## config.mk

```make
export PLATFORM = sky130hd
export DESIGN_NAME = cpu_ctrl_sequencer_flat
export DESIGN_NICKNAME = d
export VERILOG_FILES = /design/src/rtl/cpu_ctrl_pkg.sv /design/src/rtl/cpu_ctrl_sequencer_if.sv /design/src/rtl/cpu_ctrl_wait_timer.sv /design/src/rtl/cpu_ctrl_sequencer.sv /design/src/flat_wrapper.sv
export SDC_FILE = /design/constraint.sdc
export NUM_CORES = 1
export LEC_CHECK = 0
export ABC_AREA = 1
export CAP_MARGIN = 25
export CORE_UTILIZATION = 35
export CTS_BUF_LIST = sky130_fd_sc_hd__clkbuf_8
export CTS_CLUSTER_SIZE = 20
export DETAILED_ROUTE_END_ITERATION = 7
export HOLD_SLACK_MARGIN = 0.08
export PLACE_DENSITY = 0.6
export SETUP_SLACK_MARGIN = 0.4
export SYNTH_ARGS = -nofsm -noshare
export SYNTH_HDL_FRONTEND = slang
export SYNTH_SLANG_ARGS = --single-unit
```

## constraint.sdc

```tcl
create_clock -name clock -period 3.3 [get_ports clock]
set_input_delay 0.495 -clock clock [delete_from_list [all_inputs] [get_ports clock]]
set_output_delay 0.495 -clock clock [all_outputs]
set_load 0.02 [all_outputs]
```

## src/rtl/cpu_ctrl_pkg.sv

```systemverilog
// Shared types and constants for the 16-bit core control sequencer.
// Covers the state encoding, the opcode width and the opcodes the sequencer
// handles specially. All other opcodes are ALU operations.
package cpu_ctrl_pkg;

    localparam int OPCODE_W = 4;

    typedef logic [OPCODE_W-1:0] opcode_t;

    localparam opcode_t OP_LOAD  = 4'hC;
    localparam opcode_t OP_STORE = 4'hD;
    localparam opcode_t OP_HALT  = 4'hF;

    typedef enum logic [2:0] {
        S_FETCH   = 3'd0,
        S_DECODE  = 3'd1,
        S_REGREAD = 3'd2,
        S_ALU     = 3'd3,
        S_MEM     = 3'd4,
        S_WB      = 3'd5,
        S_HALT    = 3'd6
    } state_t;

    // True for opcodes that need a data-memory access after the ALU stage.
    function automatic logic is_mem_op(input opcode_t op);
        return (op == OP_LOAD) || (op == OP_STORE);
    endfunction

endpackage

```

## src/rtl/cpu_ctrl_sequencer_if.sv

```systemverilog
// Stage-enable and memory-handshake bundle between the control sequencer
// and the rest of the core.
// The sequencer drives the bundle through the master modport. The datapath and
// memory use the slave modport.
// When CTRL_PERF_CNT_EN is defined, the bundle also carries the
// retired-instruction count.
interface cpu_ctrl_sequencer_if
    import cpu_ctrl_pkg::*;
`ifdef CTRL_PERF_CNT_EN
    #(parameter int CNT_W = 16)
`endif
    ();

    opcode_t opcode;       // decoder output, meaningful from REGREAD onward
    logic    mem_ready;    // memory completes the current request
    logic    en_fetch;
    logic    en_decode;
    logic    en_regread;
    logic    en_alu;
    logic    en_regwrite;
    logic    mem_req;
    logic    mem_we;
    logic    pc_inc;
    logic    halted;
    logic    error;
`ifdef CTRL_PERF_CNT_EN
    logic [CNT_W-1:0] retired;
`endif

    modport master (
        input  opcode,
        input  mem_ready,
        output en_fetch,
        output en_decode,
        output en_regread,
        output en_alu,
        output en_regwrite,
        output mem_req,
        output mem_we,
        output pc_inc,
        output halted,
`ifdef CTRL_PERF_CNT_EN
        output retired,
`endif
        output error
    );

    modport slave (
        output opcode,
        output mem_ready,
        input  en_fetch,
        input  en_decode,
        input  en_regread,
        input  en_alu,
        input  en_regwrite,
        input  mem_req,
        input  mem_we,
        input  pc_inc,
        input  halted,
`ifdef CTRL_PERF_CNT_EN
        input  retired,
`endif
        input  error
    );

endinterface

```

## src/rtl/cpu_ctrl_wait_timer.sv

```systemverilog
// Memory wait timer for the control sequencer.
// The timer counts the cycles in which a request is outstanding and not yet
// accepted. It flags the cycle in which the count has reached MEM_TIMEOUT while
// memory is still not ready.
// A ready in the limit cycle is therefore still accepted.
// When MEM_TIMEOUT is 0, the timer never fires.
module cpu_ctrl_wait_timer #(
    parameter int MEM_TIMEOUT = 15
) (
    input  logic clock,
    input  logic reset,
    input  logic wait_cycle,   // mem_req high and mem_ready low this cycle
    input  logic clear,        // sequencer changes state at the next edge
    output logic limit_hit
);

    localparam int CNT_BITS = (MEM_TIMEOUT > 0) ? $clog2(MEM_TIMEOUT + 1) : 1;
    localparam logic [CNT_BITS-1:0] LIMIT = CNT_BITS'(MEM_TIMEOUT);
    localparam bit TIMEOUT_EN = (MEM_TIMEOUT != 0);

    logic [CNT_BITS-1:0] wait_cnt_reg;

    assign limit_hit = TIMEOUT_EN && wait_cycle && (wait_cnt_reg == LIMIT);

    // Count unanswered request cycles and saturate at the limit.
    // The count restarts whenever the sequencer leaves its current state.
    always_ff @(posedge clock) begin
        if (reset || clear) begin
            wait_cnt_reg <= '0;
        end else if (TIMEOUT_EN && wait_cycle && (wait_cnt_reg != LIMIT)) begin
            wait_cnt_reg <= wait_cnt_reg + 1'b1;
        end
    end

endmodule

```

## src/rtl/cpu_ctrl_sequencer.sv

```systemverilog
// Multi-cycle control sequencer for the 16-bit core.
// The sequencer steps through FETCH, DECODE, REGREAD, ALU, optionally MEM, and
// then WB.
// It pulses one stage enable per cycle and runs the memory req/ready handshake.
// It parks in HALT on the halt opcode or on a memory timeout.
// Optional feature macro: CTRL_PERF_CNT_EN adds the retired-instruction counter.
module cpu_ctrl_sequencer
    import cpu_ctrl_pkg::*;
#(
    parameter int MEM_TIMEOUT = 15
`ifdef CTRL_PERF_CNT_EN
    ,
    parameter int CNT_W = 16
`endif
) (
    input  logic                 clock,
    input  logic                 reset,
    cpu_ctrl_sequencer_if.master bus
);

    state_t state_reg;
    state_t state_next;

    logic en_fetch_reg;
    logic en_decode_reg;
    logic en_regread_reg;
    logic en_alu_reg;
    logic en_regwrite_reg;
    logic mem_req_reg;
    logic mem_we_reg;
    logic pc_inc_reg;
    logic halted_reg;
    logic error_reg;

    logic wait_cycle;
    logic wait_limit;
    logic state_change;
    logic store_done;
    logic pc_inc;

    // The output registers are cleared by reset, so mem_req_reg is 0 in the
    // first FETCH cycle after reset.
    // A stray mem_ready in that cycle is therefore ignored, and the request
    // that follows is a fresh one.
    assign wait_cycle   = mem_req_reg && !bus.mem_ready;
    assign state_change = (state_next != state_reg);

    cpu_ctrl_wait_timer #(
        .MEM_TIMEOUT (MEM_TIMEOUT)
    ) u_wait_timer (
        .clock      (clock),
        .reset      (reset),
        .wait_cycle (wait_cycle),
        .clear      (state_change),
        .limit_hit  (wait_limit)
    );

    // A store retires in the same cycle memory accepts it.
    // That pulse cannot come from a register, so it is combined here with the
    // WB pulse.
    assign store_done = (state_reg == S_MEM) && mem_req_reg && mem_we_reg && bus.mem_ready;
    assign pc_inc     = pc_inc_reg || store_done;

    // Next-state selection from the current state, opcode and handshake.
    always_comb begin
        state_next = state_reg;
        case (state_reg)
            S_FETCH: begin
                if (mem_req_reg) begin
                    if (bus.mem_ready) begin
                        state_next = S_DECODE;
                    end else if (wait_limit) begin
                        state_next = S_HALT;
                    end
                end
            end
            S_DECODE: begin
                state_next = S_REGREAD;
            end
            S_REGREAD: begin
                state_next = (bus.opcode == OP_HALT) ? S_HALT : S_ALU;
            end
            S_ALU: begin
                state_next = is_mem_op(bus.opcode) ? S_MEM : S_WB;
            end
            S_MEM: begin
                if (mem_req_reg) begin
                    if (bus.mem_ready) begin
                        state_next = mem_we_reg ? S_FETCH : S_WB;
                    end else if (wait_limit) begin
                        state_next = S_HALT;
                    end
                end
            end
            S_WB: begin
                state_next = S_FETCH;
            end
            S_HALT: begin
                state_next = S_HALT;
            end
            default: begin
                state_next = S_FETCH;
            end
        endcase
    end

    // State register plus registered Moore outputs decoded from the state
    // being entered.
    always_ff @(posedge clock) begin
        if (reset) begin
            state_reg       <= S_FETCH;
            en_fetch_reg    <= 1'b0;
            en_decode_reg   <= 1'b0;
            en_regread_reg  <= 1'b0;
            en_alu_reg      <= 1'b0;
            en_regwrite_reg <= 1'b0;
            mem_req_reg     <= 1'b0;
            mem_we_reg      <= 1'b0;
            pc_inc_reg      <= 1'b0;
            halted_reg      <= 1'b0;
            error_reg       <= 1'b0;
        end else begin
            state_reg       <= state_next;
            en_fetch_reg    <= (state_next == S_FETCH);
            en_decode_reg   <= (state_next == S_DECODE);
            en_regread_reg  <= (state_next == S_REGREAD);
            en_alu_reg      <= (state_next == S_ALU);
            en_regwrite_reg <= (state_next == S_WB);
            mem_req_reg     <= (state_next == S_FETCH) || (state_next == S_MEM);
            // Store/load direction is captured on MEM entry and held for the
            // whole access.
            mem_we_reg      <= (state_next == S_MEM) &&
                               ((state_reg == S_MEM) ? mem_we_reg : (bus.opcode == OP_STORE));
            pc_inc_reg      <= (state_next == S_WB);
            halted_reg      <= (state_next == S_HALT);
            error_reg       <= error_reg || wait_limit;
        end
    end

    assign bus.en_fetch    = en_fetch_reg;
    assign bus.en_decode   = en_decode_reg;
    assign bus.en_regread  = en_regread_reg;
    assign bus.en_alu      = en_alu_reg;
    assign bus.en_regwrite = en_regwrite_reg;
    assign bus.mem_req     = mem_req_reg;
    assign bus.mem_we      = mem_we_reg;
    assign bus.pc_inc      = pc_inc;
    assign bus.halted      = halted_reg;
    assign bus.error       = error_reg;

`ifdef CTRL_PERF_CNT_EN
    logic [CNT_W-1:0] retired_reg;

    // Count every retirement pulse and wrap naturally.
    // No pulses occur in HALT, so the count holds there.
    always_ff @(posedge clock) begin
        if (reset) begin
            retired_reg <= '0;
        end else if (pc_inc) begin
            retired_reg <= retired_reg + 1'b1;
        end
    end

    assign bus.retired = retired_reg;
`endif

endmodule

```

## src/flat_wrapper.sv

```systemverilog
// flat-port wrapper written by rule: the top's interface ports become plain ports
module cpu_ctrl_sequencer_flat import cpu_ctrl_pkg::*;
#(
    parameter int MEM_TIMEOUT = 15

)
  (clock, reset, bus_opcode, bus_mem_ready, bus_en_fetch, bus_en_decode, bus_en_regread, bus_en_alu, bus_en_regwrite, bus_mem_req, bus_mem_we, bus_pc_inc, bus_halted, bus_error);
  cpu_ctrl_sequencer_if bus_i ();
  input  logic clock;
  input  logic reset;
  input wire logic [$bits(bus_i.opcode)-1:0] bus_opcode;
  input wire logic [$bits(bus_i.mem_ready)-1:0] bus_mem_ready;
  output wire logic [$bits(bus_i.en_fetch)-1:0] bus_en_fetch;
  output wire logic [$bits(bus_i.en_decode)-1:0] bus_en_decode;
  output wire logic [$bits(bus_i.en_regread)-1:0] bus_en_regread;
  output wire logic [$bits(bus_i.en_alu)-1:0] bus_en_alu;
  output wire logic [$bits(bus_i.en_regwrite)-1:0] bus_en_regwrite;
  output wire logic [$bits(bus_i.mem_req)-1:0] bus_mem_req;
  output wire logic [$bits(bus_i.mem_we)-1:0] bus_mem_we;
  output wire logic [$bits(bus_i.pc_inc)-1:0] bus_pc_inc;
  output wire logic [$bits(bus_i.halted)-1:0] bus_halted;
  output wire logic [$bits(bus_i.error)-1:0] bus_error;
  assign bus_i.opcode = bus_opcode;
  assign bus_i.mem_ready = bus_mem_ready;
  assign bus_en_fetch = bus_i.en_fetch;
  assign bus_en_decode = bus_i.en_decode;
  assign bus_en_regread = bus_i.en_regread;
  assign bus_en_alu = bus_i.en_alu;
  assign bus_en_regwrite = bus_i.en_regwrite;
  assign bus_mem_req = bus_i.mem_req;
  assign bus_mem_we = bus_i.mem_we;
  assign bus_pc_inc = bus_i.pc_inc;
  assign bus_halted = bus_i.halted;
  assign bus_error = bus_i.error;
  cpu_ctrl_sequencer #(.MEM_TIMEOUT(MEM_TIMEOUT)) u_core (.clock(clock), .reset(reset), .bus(bus_i));
endmodule
```

Word level (Yosys, flattened, before mapping)
Cells that the tools add are included.
- add/sub/neg operators: 1
- equality and inequality tests: 17
- mux-type cells: 10
- reductions and logical operators: 15
- operators by type and width (kind ; count):
    2-to-1 mux 3 bit ; 7
    one-hot mux 3 bit (6 select lines) ; 1
    == test 4 bit (second input constant) ; 4
    == test 3 bit (second input constant) ; 5
    == test 3 x 2 -> 1 bit (second input constant) ; 4
    logical AND 1 bit ; 7
    == test 3 x 1 -> 1 bit (second input constant) ; 2
    logical NOT 3 bit ; 2
    logical OR 1 bit ; 5
    adder 4 x 1 -> 4 bit (second input constant) ; 1
    inequality test 4 bit (second input constant) ; 1
    inequality test 3 bit ; 1
    2-to-1 mux 1 bit ; 2
    logical NOT 1 bit ; 1
- input port bits: 7
- output and inout bits: 10
- word-level logic and storage cells: 54
- register bits: 16

Logic depth before layout (Yosys ltp)
Gate-level depths: netlist (run 1).
- depth in word-level cells: 9
- gate-level depth with buffers: 10
- gate-level depth less buffers: 10

Modules after synthesis
From an unflattened synthesis (run 1), not the netlist that was laid out.
- cell total of the unflattened synthesis: 116
- area total of the unflattened synthesis: 788.3 um^2
- modules (own cells, without submodules) (module ; sequential area each (um^2) ; area each (um^2) ; times used ; cells an instance):
    cpu_ctrl_sequencer ; 240.2 ; 579.3 ; 1 ; 85
    cpu_ctrl_wait_timer ; 80.1 ; 209.0 ; 1 ; 31

Worst setup path before layout (run 1)
Ideal clock, no wire load.
- kind: reg2out
- from: reg u_core.state_reg[0]
- to: out bus_pc_inc
- required time: 2.805 ns
- data arrival time: 0.962 ns
- stages on the path, launching flop included: 4
- setup slack: 1.843 ns
- buffers on the path: 0
- path through: dfxtp_1 > nor2_2 > nand3_1 > o21bai_1
- longest elaborated chain between the ends: 5
- ends and longest elaborated chain (item ; line ; text):
    from (decl) ; cpu_ctrl_sequencer.sv:21 ; state_t state_reg;
    from (signal assigned) ; cpu_ctrl_sequencer.sv:123 ; state_reg <= state_next;
    == test 3 bit ; cpu_ctrl_sequencer.sv:61 ; assign store_done = (state_reg == S_MEM) && mem_req_reg && mem_we_reg && bus.mem_ready;
    logical AND 1 bit (3 in a row) ; cpu_ctrl_sequencer.sv:61 ;
    logical OR 1 bit ; cpu_ctrl_sequencer.sv:62 ; assign pc_inc = pc_inc_reg || store_done;
    to (decl) ; flat_wrapper.sv:20 ; output wire logic [$bits(bus_i.pc_inc)-1:0] bus_pc_inc;
No other way between the ends.

Worst setup path after layout (run 1)
- from: in bus_mem_ready
- to: out bus_pc_inc
- longest elaborated chain between the ends: 2
- ends and longest elaborated chain (item ; line ; text):
    from (decl) ; flat_wrapper.sv:12 ; input wire logic [$bits(bus_i.mem_ready)-1:0] bus_mem_ready;
    logical AND 1 bit ; cpu_ctrl_sequencer.sv:61 ;
    logical OR 1 bit ; cpu_ctrl_sequencer.sv:62 ;
No other way between the ends.

==> results of run 1 <==
-- cells by family after synthesis --
kind of cell	Yosys count	synth area share, %
XOR/XNOR	3	3.640
AND/OR/NAND/NOR	64	38.13
flip-flops	16	44.37
AO/OA/AOI/OAI	5	3.812
buffers and inverters	13	6.760
multiplexers	1	1.560
adder cells (fa/ha/maj)	1	1.733
-- worst min-delay path by stage --
| stage | start | to | slack, ps |
|---|---|---|---|
| floorplan | u_core.u_wait_timer.wait_cnt_reg[3] | u_core.u_wait_timer.wait_cnt_reg[3] | 520 |
| global placement | u_core.bus.error | u_core.bus.error | 470 |
| detailed placement | u_core.bus.error | u_core.bus.error | 480 |
| CTS | u_core.bus.error | u_core.bus.error | 500 |
| global route | u_core.bus.error | u_core.bus.error | 530 |
| finish | u_core.bus.error | u_core.bus.error | 490 |
-- cell type report --
cell class / count / area, um2 / area share, %
Tap cell: 27 / 33.78 / 3.479
Multi-Input combinational cell: 74 / 352.8 / 36.34
Inverter: 13 / 48.80 / 5.026
Timing Repair Buffer: 16 / 160.2 / 16.49
Sequential cell: 16 / 320.3 / 32.99
Clock buffer: 4 / 55.05 / 5.670
-- power groups by stage --
stage / clock (uW) / sequential (uW) / combinational, uW
after detailed placement: 0 / 257 / 227
after global placement: 0 / 255 / 227
final: 172 / 253 / 226
after CTS: 175 / 252 / 229
after floorplan: 0 / 278 / 125
after global routing: 185 / 257 / 255
-- worst max-delay path, stage by stage --
cell and delay, ps:
clkdlybuf4s50_1 530, nand2_1 90, o21bai_1 140, clkdlybuf4s50_1 610
-- layer usage --
metal  share of wire (%)  global-route usage, %
met1                  49                  18.79
met2                  46                  24.66
met3                 3.4                  3.396
met4                 1.5                  6.857
met5                   0                      0
-- cell usage in the layout (no fill, tap or decap) --
cell / Yosys / layout
dfxtp_1: 16 / 16
o21bai_1: 1 / 1
ha_1: 1 / 1
o21ai_0: 2 / 2
nand3_1: 10 / 10
o21ai_1: 1 / 1
nand2_1: 27 / 27
nor2_2: 1 / 1
nor2_1: 22 / 22
nand4_1: 1 / 1
a21oi_1: 1 / 1
inv_1: 13 / 13
nand2_2: 1 / 1
clkbuf_8: 0 / 4
mux2_1: 1 / 1
nor3_1: 1 / 1
clkdlybuf4s50_1: 0 / 16
xor2_1: 1 / 1
xnor2_1: 2 / 2
nand3_4: 1 / 1
-- per-stage QoR --
stage / hold WS, ps / util (%)
2_1_floorplan: 520.5 / -
3_3_place_gp: 469.7 / 47.16
3_5_place_dp: 483.8 / 47.16
4_1_cts: 498.3 / 50.00
5_1_grt: 529.0 / 50.00
6_report: 494.3 / 50.00
==> summary.txt, run 1 <==
Synth
  – Post-synthesis sequential area ratio: 44.37%
  – Yosys warns: 0
  – Mean Syn Cell Area: 7.009 um2
  – Post-synth EDFFs: 0
  – Post-synth top cells: nand2_1, nor2_1, dfxtp_1, inv_1, nand3_1
  – #FFs+latches synth: 16
  – Synth cell types: 18
  – Most frequent cell after synthesis: nand2_1
  – Synth area leader: dfxtp_1
  – Synthesized area: 721.9 um2
  – Synthesized Nets: between 100 and 150
  – Primary FF master, synth: dfxtp_1
  – Synth top area share: 44.37%
  – Area contributors post-synth: dfxtp_1, nand2_1, nor2_1, nand3_1, inv_1
  – Post-synth ARST share: 0%
  – Cells after Synth: 103

Pwr
  – Gate power share: 34.7%
  – VDD IR-drop max: roughly 0.32 mV
  – Pwr Total: 651.4 uW
  – Clock power share: 26.4%
  – Sw Ratio: between 30% and 40%
  – Internal Power: approximately 420 uW
  – Cell Pwr Density: 670.9 mW/mm2
  – Pleak: 0.0004065 uW
  – Sequential power share: about two fifths
  – Net Sw Power: around 230 uW

STA
  – Worst-margin pin slew: 275.7 ps
  – Setup TNS: 0 ps
  – FMAX: 424.5 MHz
  – Hold Fails Final Rpt: 0
  – Post-layout min period: 2356 ps
  – Final WS setup: 944.1 ps
  – Max-slew violations: 0
  – Period utilization: 71.39%
  – Final setup fails: 0
  – RSZ-0062 raised after global routing: no
  – Layout Skew: 2.056 ps
  – Max-slew headroom: 81.55%

Route
  – Via count: between 600 and 700
  – Detailed Route WL: around 1500 um
  – DR DRC count: 0
  – Avg WL per Cell: 9.767 um
  – Via density: 4.520
  – Starting DRT DRC Count: 6
  – Post-DRT Antenna Nets: 0
  – Drt pass-1 iters: 4

Worst setup path
  – CP endpoint kind: primary output
  – Worst r2r src: u_core.u_wait_timer.wait_cnt_reg[0]
  – Critical Path RT: 2800 ps
  – Crit path max fanout: 4
  – CP Launch Point: bus_mem_ready
  – FF-to-FF setup slack: 1880 ps
  – R2R Path End: u_core.bus.halted
  – Crit path launch type: input port
  – CP endpoint: bus_pc_inc
  – Worst r2r path cells: 9
  – CP arrival: 1860 ps
  – Setup Crit Path Kind: in -> out

Worst hold path
  – Hold crit path type: reg -> reg
  – Worst Hold Path Cells: 2

Floorplan
  – Chip Width: 47.42 um
  – Die span in y: 47.42 um
  – Row count: 16
  – IO Pins: 17
  – Die area: 0.002248 mm2
  – Initial Util: 37.18%
  – Core area: 0.001942 mm2

Clocking
  – CTS sink cnt: 16
  – Num CTS Buffers: 3
  – Htree depth: 1
  – Root buf cell: clkbuf_8
  – Clk Latency, worst-skew pair: 250 ps
  – Clk buf depth: 2
  – # Post-CTS Setup Buffers: 0
  – Reg clk slew, reported paths: 60 ps
  – TritonCTS clock tree: yes
  – Post-cts sizing count: 0
  – Hold-fix buffers, CTS: 0

Placement
  – Placed instance area: 915.9 um2
  – Routability cong.: between 0.8 and 0.9
  – Buffers on Ports: 16
  – Cells after DPL: 146
  – DPL Wire Length: 1133 um
  – Post-Place Worst Slack: 954.0 ps

Global route
  – First-pass GRT wire length: 2318 um
  – Gr usage total: between 15 and 20%
  – Largest net degree at the start of global routing: 10
  – GRT overflow: 0
  – Antenna violations before repair: 0
  – Vias in the first global route: between 500 and 600

Layout
  – Final net count: about 130
  – Max reg flops: 4
  – Cell area after layout: a little under 0.001 mm2
  – Post-Layout Cell Count: 150
  – Antenna cell count: 0
  – Share of cells above drive strength 1: between 5 and 6%
  – Fill count: 202
  – Area growth, synth to finish: 34.49%

Run status
  – Status: finished clean

Run
  – Max cap viols: 0
(Power assumes the default switching activity.)
==> run 2, diff against run 1 <==
==> constraint.sdc (replaced) <==
create_clock -name clock -period 2.2 [get_ports clock]
set_input_delay 0.33 -clock clock [delete_from_list [all_inputs] [get_ports clock]]
set_output_delay 0.33 -clock clock [all_outputs]
set_load 0.02 [all_outputs]
==> run 2 against run 1 <==
Against the previous run: utilization down 0.26 points; first-iteration DRC count down 33%; global-route usage up 0.94 points; sequential power up 49%; die area unchanged; flip-flop and latch count unchanged; critical path depth down 3; routed wire length down 0.34%; sequential share of layout area up 0.17 points; register-to-register slack worse by 1100 ps; clock skew down 0.93 ps.
==> summary.txt, run 2 (same netlist as run 1, synthesis figures left out) <==
Worst setup path
  – CP arrival: 1270 ps (-590 ps)
  – Levels on crit path: 1 (-3)
  – Worst r2r path cells: 9 (unchanged)
  – Setup Crit Path Kind: reg -> out
  – Worst path cell trace: clkdlybuf4s50_1
  – Top delay family on crit path: buffers and inverters
  – Slowest-stage cell, CP: clkdlybuf4s50_1
  – CP endpoint kind: primary output
  – Critical Path RT: 1870 ps (-930 ps)
  – FF-to-FF setup slack: 810 ps (-1070 ps)
  – Crit path launch type: register
  – Worst path max stage delay: 630 ps (+20 ps)
  – CP Launch Point: u_core.bus.mem_req
  – R2R Path End: u_core.bus.halted
  – CP endpoint: bus_mem_req
  – Crit path max fanout: 5 (+1)
  – Worst path bufs/invs: 1 (-1)
  – Worst r2r src: u_core.u_wait_timer.wait_cnt_reg[0]

Layout
  – Share of cells above drive strength 1: 6.504% (+0.81 points)
  – Antenna cell count: 0 (unchanged)
  – Post-Layout Cell Count: 150 (unchanged)
  – Sequential Area: 320.3 um2 (unchanged)
  – Area growth, synth to finish: 33.80%
  – Final core area utilization: 49.74% (-0.26 points)
  – Most frequent cells in the layout: nand2_1, nor2_1, dfxtp_1
  – Final net count: 132 (unchanged)
  – Most common cell after layout, fill and taps aside: nand2_1
  – Fill count: 203 (+0.50%)
  – Area of the multi-input gates: 352.8 um2 (unchanged)
  – Max reg flops: 4 (unchanged)

STA
  – Final setup fails: 0 (unchanged)
  – FMAX: roughly 630 MHz
  – Worst-margin pin slew: 299.6 ps (+23.92 ps)
  – RSZ-0062 raised after global routing: no
  – Hold Fails Final Rpt: 0 (unchanged)
  – Post-layout min period: 1599 ps
  – Setup TNS: 0 ps (unchanged)
  – Layout Skew: 1.128 ps (-0.9278 ps)
  – Max-slew violations: 0 (unchanged)
  – Period utilization: 72.69%
  – Max-slew headroom: 79.95% (-1.6 points)

Route
  – WL met1: 737 um (+2.9%)
  – Post-DRT Antenna Nets: 0 (unchanged)
  – DR DRC count: 0 (unchanged)
  – Met2 WL: 637 um (-5.6%)
  – Avg WL per Cell: 9.733 um (-0.34%)
  – Met3 wire len: 60 um (+20%)
  – Via count: 661 (-2.5%)
  – Via density: 4.407 (-2.5%)
  – Top sig layer: met4
  – Drt pass-1 iters: 4 (unchanged)
  – Starting DRT DRC Count: 4 (-2)
  – Detailed Route WL: 1460 um (-0.34%)

Run
  – Max cap viols: 0 (unchanged)

Global route
  – GRT overflow: 0 (unchanged)
  – First-pass GRT wire length: 2401 um (+3.6%)
  – Gr usage total: 15.99% (+0.94 points)
  – Largest net degree at the start of global routing: 10 (unchanged)
  – Antenna violations before repair: 0 (unchanged)
  – Vias in the first global route: 598 (+0.67%)

Pwr
  – VDD IR-drop max: 0.5470 mV (+72%)
  – Pleak: 0.0004077 uW (+0.31%)
  – Cell Pwr Density: 1005 mW/mm2 (+50%)

Clocking
  – CTS sink cnt: 16 (unchanged)
  – # Post-CTS Setup Buffers: 0 (unchanged)
  – Htree depth: 1 (unchanged)
  – Reg clk slew, reported paths: 60 ps (about the same)
  – Post-cts sizing count: 1 (+1)
  – Hold-fix buffers, CTS: 0 (unchanged)
  – Clk Latency, worst-skew pair: 240 ps (about the same)
  – Root buf cell: clkbuf_8
  – TritonCTS clock tree: yes
  – Num CTS Buffers: 3 (unchanged)
  – Clk buf depth: 2 (unchanged)

Placement
  – Buffers on Ports: 16 (unchanged)
  – Cells after DPL: 146 (unchanged)
  – Routability cong.: 0.8385 (-0.43%)
  – DPL Wire Length: 1144 um (+0.98%)

Floorplan
  – IO Pins: 17 (unchanged)
  – Core area: 0.001942 mm2 (unchanged)
  – Row count: 16 (unchanged)
  – Initial Util: 37.18% (unchanged)
  – Die area: 0.002248 mm2 (unchanged)
  – Die span in y: 47.42 um (unchanged)
  – Chip Width: 47.42 um (unchanged)

Worst hold path
  – Hold crit path type: reg -> reg

Run status
  – Status: finished clean
==> run 2: cell types whose count changed in the layout (fill, tap and decap cells not counted) <==
cell,delta
clkdlybuf4s50_1,-1
clkbuf_2,+1
==> run 2: worst min-delay path by stage <==
stage | start | to | slack [ps] | cells after the start
6_report | u_core.bus.error | u_core.bus.error | 480 | 2
3_5_place_dp | u_core.bus.error | u_core.bus.error | 480 | 2
2_1_floorplan | reset | u_core.bus.error | 400 | 1
5_1_grt | u_core.bus.error | u_core.bus.error | 540 | 2
3_3_place_gp | u_core.bus.error | u_core.bus.error | 470 | 2
4_1_cts | u_core.bus.error | u_core.bus.error | 490 | 2
==> run 2: cell type report <==
cell class | count | area share [%]
flip-flops and latches | 16 | 33.16
inverters | 13 | 5.052
multi-input cells | 74 | 36.53
well taps | 27 | 3.497
clock buffers | 4 | 5.699
repair buffers | 16 | 16.06
==> run 2: power by group <==
part           internal [uW]  switching [uW]  leakage, uW
registers                338            39.7     0.000130
logic                    133             206     0.000249
clock network            159            95.6    0.0000288
==> run 2: metrics by stage <==
stage	hold WS [ps]	setup slack, ps	power, uW	area, um2
finish	479.6	600.9	970.8	965.9
CTS	494.5	448.2	984.7	969.7
floorplan	402.4	868.7	603.8	721.9
detailed placement	479.3	177.4	726.4	915.9
global route	538.7	526.6	1051	965.9
global placement	469.7	187.7	723.5	915.9
==> run 2: layer usage <==
layer  global-route usage (%)  up-vias
met5                        0        -
li1                         -      360
met4                    10.29        0
met3                    4.528        2
met1                    20.19      286
met2                    23.84       13
